--- src/rtl/button_event_queue.sv ---
// ============================================================================
// Module   : button_event_queue
// Brief    : Arbitrates debounced button pulses into a show-ahead event FIFO
//            with registered back-pressure. Optional macro:
//            BTN_QUEUE_DROP_COUNT_EN adds a saturating coalesced-press counter.
// Revision : 1.0
// ============================================================================
`default_nettype none

module button_event_queue #(
    parameter int NUM_BTNS    = 5,
    parameter int DEPTH       = 4,
    parameter int BLOCK_LEVEL = 3
) (
    input  logic                      clk,
    input  logic                      reset_fixed,
    input  logic [NUM_BTNS-1:0]       btn_pulse,
    output logic                      block,
    output logic                      evt_valid,
    output logic [2:0]                evt_code,
    input  logic                      evt_ready,
    output logic [$clog2(DEPTH):0]    evt_count
`ifdef BTN_QUEUE_DROP_COUNT_EN
    ,
    output logic [7:0]                drop_count
`endif
);

    localparam int c_PTR_W = $clog2(DEPTH);
    localparam int c_CNT_W = c_PTR_W + 1;
    localparam logic [c_CNT_W-1:0] c_DEPTH       = c_CNT_W'(DEPTH);
    localparam logic [c_CNT_W-1:0] c_BLOCK_LEVEL = c_CNT_W'(BLOCK_LEVEL);
    localparam logic [c_CNT_W-1:0] c_CNT_ONE     = c_CNT_W'(1);
    localparam logic [c_PTR_W-1:0] c_PTR_ONE     = c_PTR_W'(1);

    logic [NUM_BTNS-1:0] r_pending;
    logic [c_PTR_W-1:0]  r_wr_ptr;
    logic [c_PTR_W-1:0]  r_rd_ptr;
    logic [c_CNT_W-1:0]  r_count;
    logic                r_block;
    logic [2:0]          r_mem [DEPTH];

    logic [NUM_BTNS-1:0] w_lowest;
    logic [2:0]          w_lowest_code;
    logic [NUM_BTNS-1:0] w_grant;
    logic                w_push;
    logic                w_pop;
    logic [c_CNT_W-1:0]  w_count_next;

    // Descending scan so the lowest set index is the last (winning) assignment.
    always_comb begin
        w_lowest      = '0;
        w_lowest_code = '0;
        for (int i = NUM_BTNS - 1; i >= 0; i--) begin
            if (r_pending[i]) begin
                w_lowest      = '0;
                w_lowest[i]   = 1'b1;
                w_lowest_code = 3'(i);
            end
        end
    end

    assign w_pop   = (r_count != '0) && evt_ready;
    assign w_push  = (r_pending != '0) && ((r_count < c_DEPTH) || w_pop);
    assign w_grant = w_push ? w_lowest : '0;

    always_comb begin
        w_count_next = r_count;
        case ({w_push, w_pop})
            2'b10:   w_count_next = r_count + c_CNT_ONE;
            2'b01:   w_count_next = r_count - c_CNT_ONE;
            default: w_count_next = r_count;
        endcase
    end

    always_ff @(posedge clk) begin
        if (reset_fixed) begin
            r_pending <= '0;
            r_wr_ptr  <= '0;
            r_rd_ptr  <= '0;
            r_count   <= '0;
            r_block   <= 1'b0;
        end else begin
            r_pending <= (r_pending & ~w_grant) | btn_pulse;
            if (w_push) r_wr_ptr <= r_wr_ptr + c_PTR_ONE;
            if (w_pop)  r_rd_ptr <= r_rd_ptr + c_PTR_ONE;
            r_count   <= w_count_next;
            r_block   <= (w_count_next >= c_BLOCK_LEVEL);
        end
    end

    // Storage is intentionally left out of reset; the count gates its visibility.
    always_ff @(posedge clk) begin
        if (w_push) r_mem[r_wr_ptr] <= w_lowest_code;
    end

    assign block     = r_block;
    assign evt_valid = (r_count != '0);
    assign evt_code  = r_mem[r_rd_ptr];
    assign evt_count = r_count;

`ifdef BTN_QUEUE_DROP_COUNT_EN
    logic [NUM_BTNS-1:0] w_drop_bits;
    logic [3:0]          w_drop_inc;
    logic [8:0]          w_drop_sum;
    logic [7:0]          r_drop_count;

    assign w_drop_bits = btn_pulse & r_pending & ~w_grant;

    always_comb begin
        w_drop_inc = '0;
        for (int i = 0; i < NUM_BTNS; i++) begin
            w_drop_inc = w_drop_inc + {3'b000, w_drop_bits[i]};
        end
    end

    assign w_drop_sum = {1'b0, r_drop_count} + {5'b00000, w_drop_inc};

    always_ff @(posedge clk) begin
        if (reset_fixed) begin
            r_drop_count <= '0;
        end else begin
            r_drop_count <= w_drop_sum[8] ? 8'hFF : w_drop_sum[7:0];
        end
    end

    assign drop_count = r_drop_count;
`endif

endmodule

`default_nettype wire

--- config.mk ---
export PLATFORM = sky130hd
export DESIGN_NAME = button_event_queue
export DESIGN_NICKNAME = d
export VERILOG_FILES = /design/src/rtl/button_event_queue.sv
export SDC_FILE = /design/constraint.sdc
export NUM_CORES = 1
export LEC_CHECK = 0
export CAP_MARGIN = 10
export CORE_AREA = 2 2 50 56
export DETAILED_ROUTE_END_ITERATION = 8
export DIE_AREA = 0 0 52 58
export PLACE_DENSITY = 0.8
export SYNTH_ARGS = -nofsm -noshare
export SYNTH_HDL_FRONTEND = slang
export SYNTH_SLANG_ARGS = --single-unit
--- constraint.sdc ---
create_clock -name clk -period 3.09 [get_ports clk]
set_input_delay 0.618 -clock clk [delete_from_list [all_inputs] [get_ports clk]]
set_output_delay 0.618 -clock clk [all_outputs]
set_load 0.03 [all_outputs]
After elaboration in Yosys (flattened, before gate mapping)
Memory sizes are Yosys's and may differ from the RTL's. A register that Yosys moved wholly into a read port is not among the register bits. Index checks and enable logic that the tools add are counted.

Add/sub/neg operators: 4. $lt $le $gt $ge: 2. Eq/ne operators: 2. Mux-type cells: 16. Bitwise gates (word level): 3. Reduce and logical (&&, ||, !) cells: 5.

Operators with widths (number): 5-bit 2-to-1 mux (6); 3-bit 2-to-1 mux (5); 3-bit case mux with 2 select lines (1); 5-bit bitwise AND (1); 5-bit NOT (1); 5-bit OR (1); 5-bit nonzero test (1); 2-bit by 1-bit adder with 2-bit output (second input constant) (2); 2-bit 2-to-1 mux (2); 3-bit by 1-bit adder with 3-bit output (second input constant) (1); 3-bit by 2-bit >= comparator with 1-bit output (second input constant) (1); 3-bit < comparator (second input constant) (1); 3-bit nonzero test (1); 3-bit by 1-bit subtractor with 3-bit output (second input constant) (1); 2-bit by 1-bit == test with 1-bit output (second input constant) (1); 2-bit == test (second input constant) (1); 1-bit logical AND (2); 1-bit 2-to-1 mux (2); 1-bit logical OR (1).

Register bits: 13. RAM bits: 12. Input bits: 8. Output and inout port bits: 8. Word-level logic and storage cells: 38. Memories kept: 1.

Memories: r_mem (words 4, bits a word 3, rd ports 1, clocked after Yosys merged registers in 1, write ports 1, RTL line 41) `logic [2:0] r_mem [DEPTH];`.

Logic depth before layout (Yosys ltp)
Word-level depth: 9. Depth in mapped cells: 9. Gate-level depth less buffers: 8.

Worst setup path before layout
Ideal clock, no wire load.

Kind: input -> register. Start point: input port evt_ready. End point: register r_block, in the netlist block. Library setup time: 62 ps. Arrival time: 2310 ps. Data required time: 3028 ps. Path slack: 718 ps. Stages: 8. Buffers on the path: 0. Cell sequence: and2b_1 -> a21oi_1 -> inv_1 -> ha_1 -> fa_1 -> xnor2_1 -> or4_1 -> nand3_1.

Word-level cells in the longest chain between the ends: 6. Elaborated cells on any way between the ends: 7. Those cells by class: order compare: 1; eq/ne: 2; mux: 1; reduce/logical: 3.

Ends and longest elaborated chain: start, declared (RTL line 21) `input logic evt_ready,`; 1-bit logical AND (*) (RTL line 63) `assign w_pop = (r_count != '0) && evt_ready;`; 1-bit logical OR (RTL line 64) `assign w_push = (r_pending != '0) && ((r_count < c_DEPTH) || w_pop);`; 1-bit logical AND (RTL line 64); 2-bit by 1-bit == test with 1-bit output / 2-bit == test (equally long branches) (RTL line 69) `case ({w_push, w_pop})`; 3-bit case mux with 2 select lines (*) (RTL line 69); 3-bit by 2-bit >= comparator with 1-bit output (*) (RTL line 88) `r_block <= (w_count_next >= c_BLOCK_LEVEL);`; end signal, assigned (RTL line 88); end, declared (RTL line 40) `logic r_block;`.

Mark *: on every way between the ends. The rest lies on a longest branch, timed or not. A chain may end at the register's enable or synchronous reset.

Worst setup path after layout
Start point: input port evt_ready. End point: register r_count[2], in the netlist evt_count[2].

Word-level cells in the longest chain between the ends: 5. Elaborated cells on any way between the ends: 6. Those cells by class: eq/ne: 2; mux: 1; reduce/logical: 3.

Ends and longest elaborated chain: 1-bit logical AND (*) (RTL line 63); 1-bit logical OR (RTL line 64); 1-bit logical AND (RTL line 64); 2-bit by 1-bit == test with 1-bit output / 2-bit == test (equally long branches) (RTL line 69); 3-bit case mux with 2 select lines (*) (RTL line 69); end signal, assigned (RTL line 87) `r_count <= w_count_next;`; end, declared (RTL line 39) `logic [c_CNT_W-1:0] r_count;`.

Marks and branches as above.

==> results.toml <==
[sta]
finalSetupTns_ps = 0
slew_headroom = 0.645
setup_viol = 0
drv_slew = 0
layout_min_cycle_time_ps = 2620
final_hold_viol_count = 0
rsz0062_at_grt = "false"
max_freq_mhz = 382
tightest_slew_ps = 531
hold_slack_ps = 550
finClkSkew_ps = 4.76
post-route-period-util = 0.846

[pwr]
p_leak_nw = 0.564
ir_worst_vdd_uv = 505
power_density_mw_per_mm2 = 847

[clock_network]
cts_root_buf = "clkbuf_4"
postCtsResizedCells = 0
clockBufferDepth = 2
cts_max_level = 1
post_cts_buffers = 0
cts_tree = "built"
clk_latency_ps = 310
numCtsBuffers = 3
hold_buffers = 0
cts.sinks = 27
path_clk_slew_ps = 130

[floorplanning]
rows = 19
start_util = 0.507
die-area_mm2 = 0.00302
die_h_um = 58
io_pins = 16
core_mm2 = 0.00245
die_w_um = 52

[worst_setup_path]
crit_required_ps = 3360
worstPathMaxFanout = 5
end_kind = "flip-flop"
critPathLaunch = "evt_ready"
cp-start-kind = "input pin"
worst-setup-path-type = "input pin to flip-flop"
cp.arrival_ps = 2890
r2r-start = "evt_count[2]$_SDFF_PP0_"

[finish]
nets = 140
finalCoreUtilization = 0.595
nFillCells = 219
instances_no_fill = 156
num_antenna_cells = 0
synthToLayoutAreaGrowth_pct = 17.3
drive_above_1_share = 0.0880

[placement]
place_inst = 152
finalWeightedCongestion = 0.740
portBuffers = 15
dp_hpwl_mm = 1.58

[outcome]
outcome = "complete, no violations"

[global_routing]
busiest_layer = "met2"
use_met1 = 0.197
gr-usage-met3 = 0.0309
grt_use_total = 0.168
grt_util_met2 = 0.280
grt_pass1_wl_mm = 3.71
grt_pass1_vias = 842
antenna_found_initial = 0
overflow = 0
grt_max_degree = 17

[yosys]
yosysSeqAreaShare = 0.532
yosys.area.top_type = "edfxtp_1"
syn_area_per_cell_um2 = 11.7
synth_flop_cell = "dfxtp_1"
synth-seq-cells = 27
synth_edf_count = 12
synthMostInstantiatedCell = "dfxtp_1"
netlist_instances = 106
yosysWarnings = 0
syn-num-nets = 120
netlist_top_cells_area = "edfxtp_1 (29%), dfxtp_1 (24%), mux4_2 (5.4%), ha_1 (5.0%), nor2_1 (3.6%)"
synth_top_area_share = 0.290
yosys-top-cells-count = "dfxtp_1 (15), edfxtp_1 (12), nor2_1 (12), inv_1 (8)"
synthArstFlopShare = 0
syn_area_mm2 = 0.00124
ys_types = 35

[route]
route.detailed.drc = 0
drt_iter0_markers = 26
ant_nets = 0
vias = 876
routedWlPerCell_um = 13.3
wirelength_mm = 2.08
via_per_inst = 5.62
dr.pass1.iters = 5

[job]
maxCapViolations = 0

[worst_hold_path]
hp-class = "flip-flop to flip-flop"
hp-start = "r_pending[4]$_SDFF_PP0_"
cell usage in the layout, fill, tap and decap left out, types with 3 or more instances in the layout:
cell type,count
dfxtp_1,15
edfxtp_1,12
nor3_1,3
ha_1,5
clkbuf_4,3
nor2_1,12
nand3_1,3
mux4_2,3
a21oi_1,5
nand4_1,4
inv_1,8
clkdlybuf4s50_1,15
and2_1,4
logic make-up after synthesis:
group / Yosys count / share of synthesized area
DFF: 27 / 0.532
xor gates and xnor gates: 4 / 0.0282
adders and majority gates: 6 / 0.0665
AOI/OAI and AO/OA: 16 / 0.0837
buffers and inverters: 10 / 0.0363
muxes: 4 / 0.0625
and+or+nand+nor: 39 / 0.191
layer usage:
metal	wire, um	part of all wire
met1	863	0.42
met2	1070	0.51
met3	99	0.048
met4	44	0.021
met5	0	0
critical path: stages:
cell and delay, ps:
clkdlybuf4s50_1 470, and2b_1 240, a21oi_1 190, inv_1 70, ha_1 230, fa_1 380
xnor2_1 160, or4_1 440, nand2_1 80
where the power goes:
group / internal, mW / switching [mW] / total, mW
Clock: 0.0505 / 0.0954 / 0.146
Combinational: 0.254 / 0.274 / 0.529
Sequential: 0.474 / 0.0851 / 0.559
Total: 0.779 / 0.455 / 1.23
state kept, by name, indices dropped and copies added (netlist names), named ones only:
register / count
r_mem: 12
evt_count: 3
r_rd_ptr: 2
r_wr_ptr: 2
r_pending: 5
block: 1
final cells by class:
cell class,count,area [um2],share of cell area
flip-flops and latches,27,661,0.454
clock buffers,4,26.3,0.0180
repair buffers,17,165,0.113
well taps,31,38.8,0.0266
inverters,8,30.0,0.0206
multi-input cells,69,536,0.368
per-stage QoR:
stage | worst slack, ps | instance area [um2] | power [mW]
after floorplan | 718 | 1240 | 0.913
after global placement | 217 | 1430 | 1.07
after detailed placement | 173 | 1430 | 1.10
after CTS | 496 | 1460 | 1.24
after global routing | 381 | 1460 | 1.32
final | 474 | 1460 | 1.23
worst paths after layout:
kind / cells after the start / to / slack [ps]
hold reg to reg: 2 / r_pending[4]$_SDFF_PP0_ / 550
hold / removal: 2 / r_pending[4]$_SDFF_PP0_ / 550
setup reg to reg: 8 / evt_count[2]$_SDFF_PP0_ / 810
setup / recovery: 9 / evt_count[2]$_SDFF_PP0_ / 470
(Power assumes the default switching activity.)
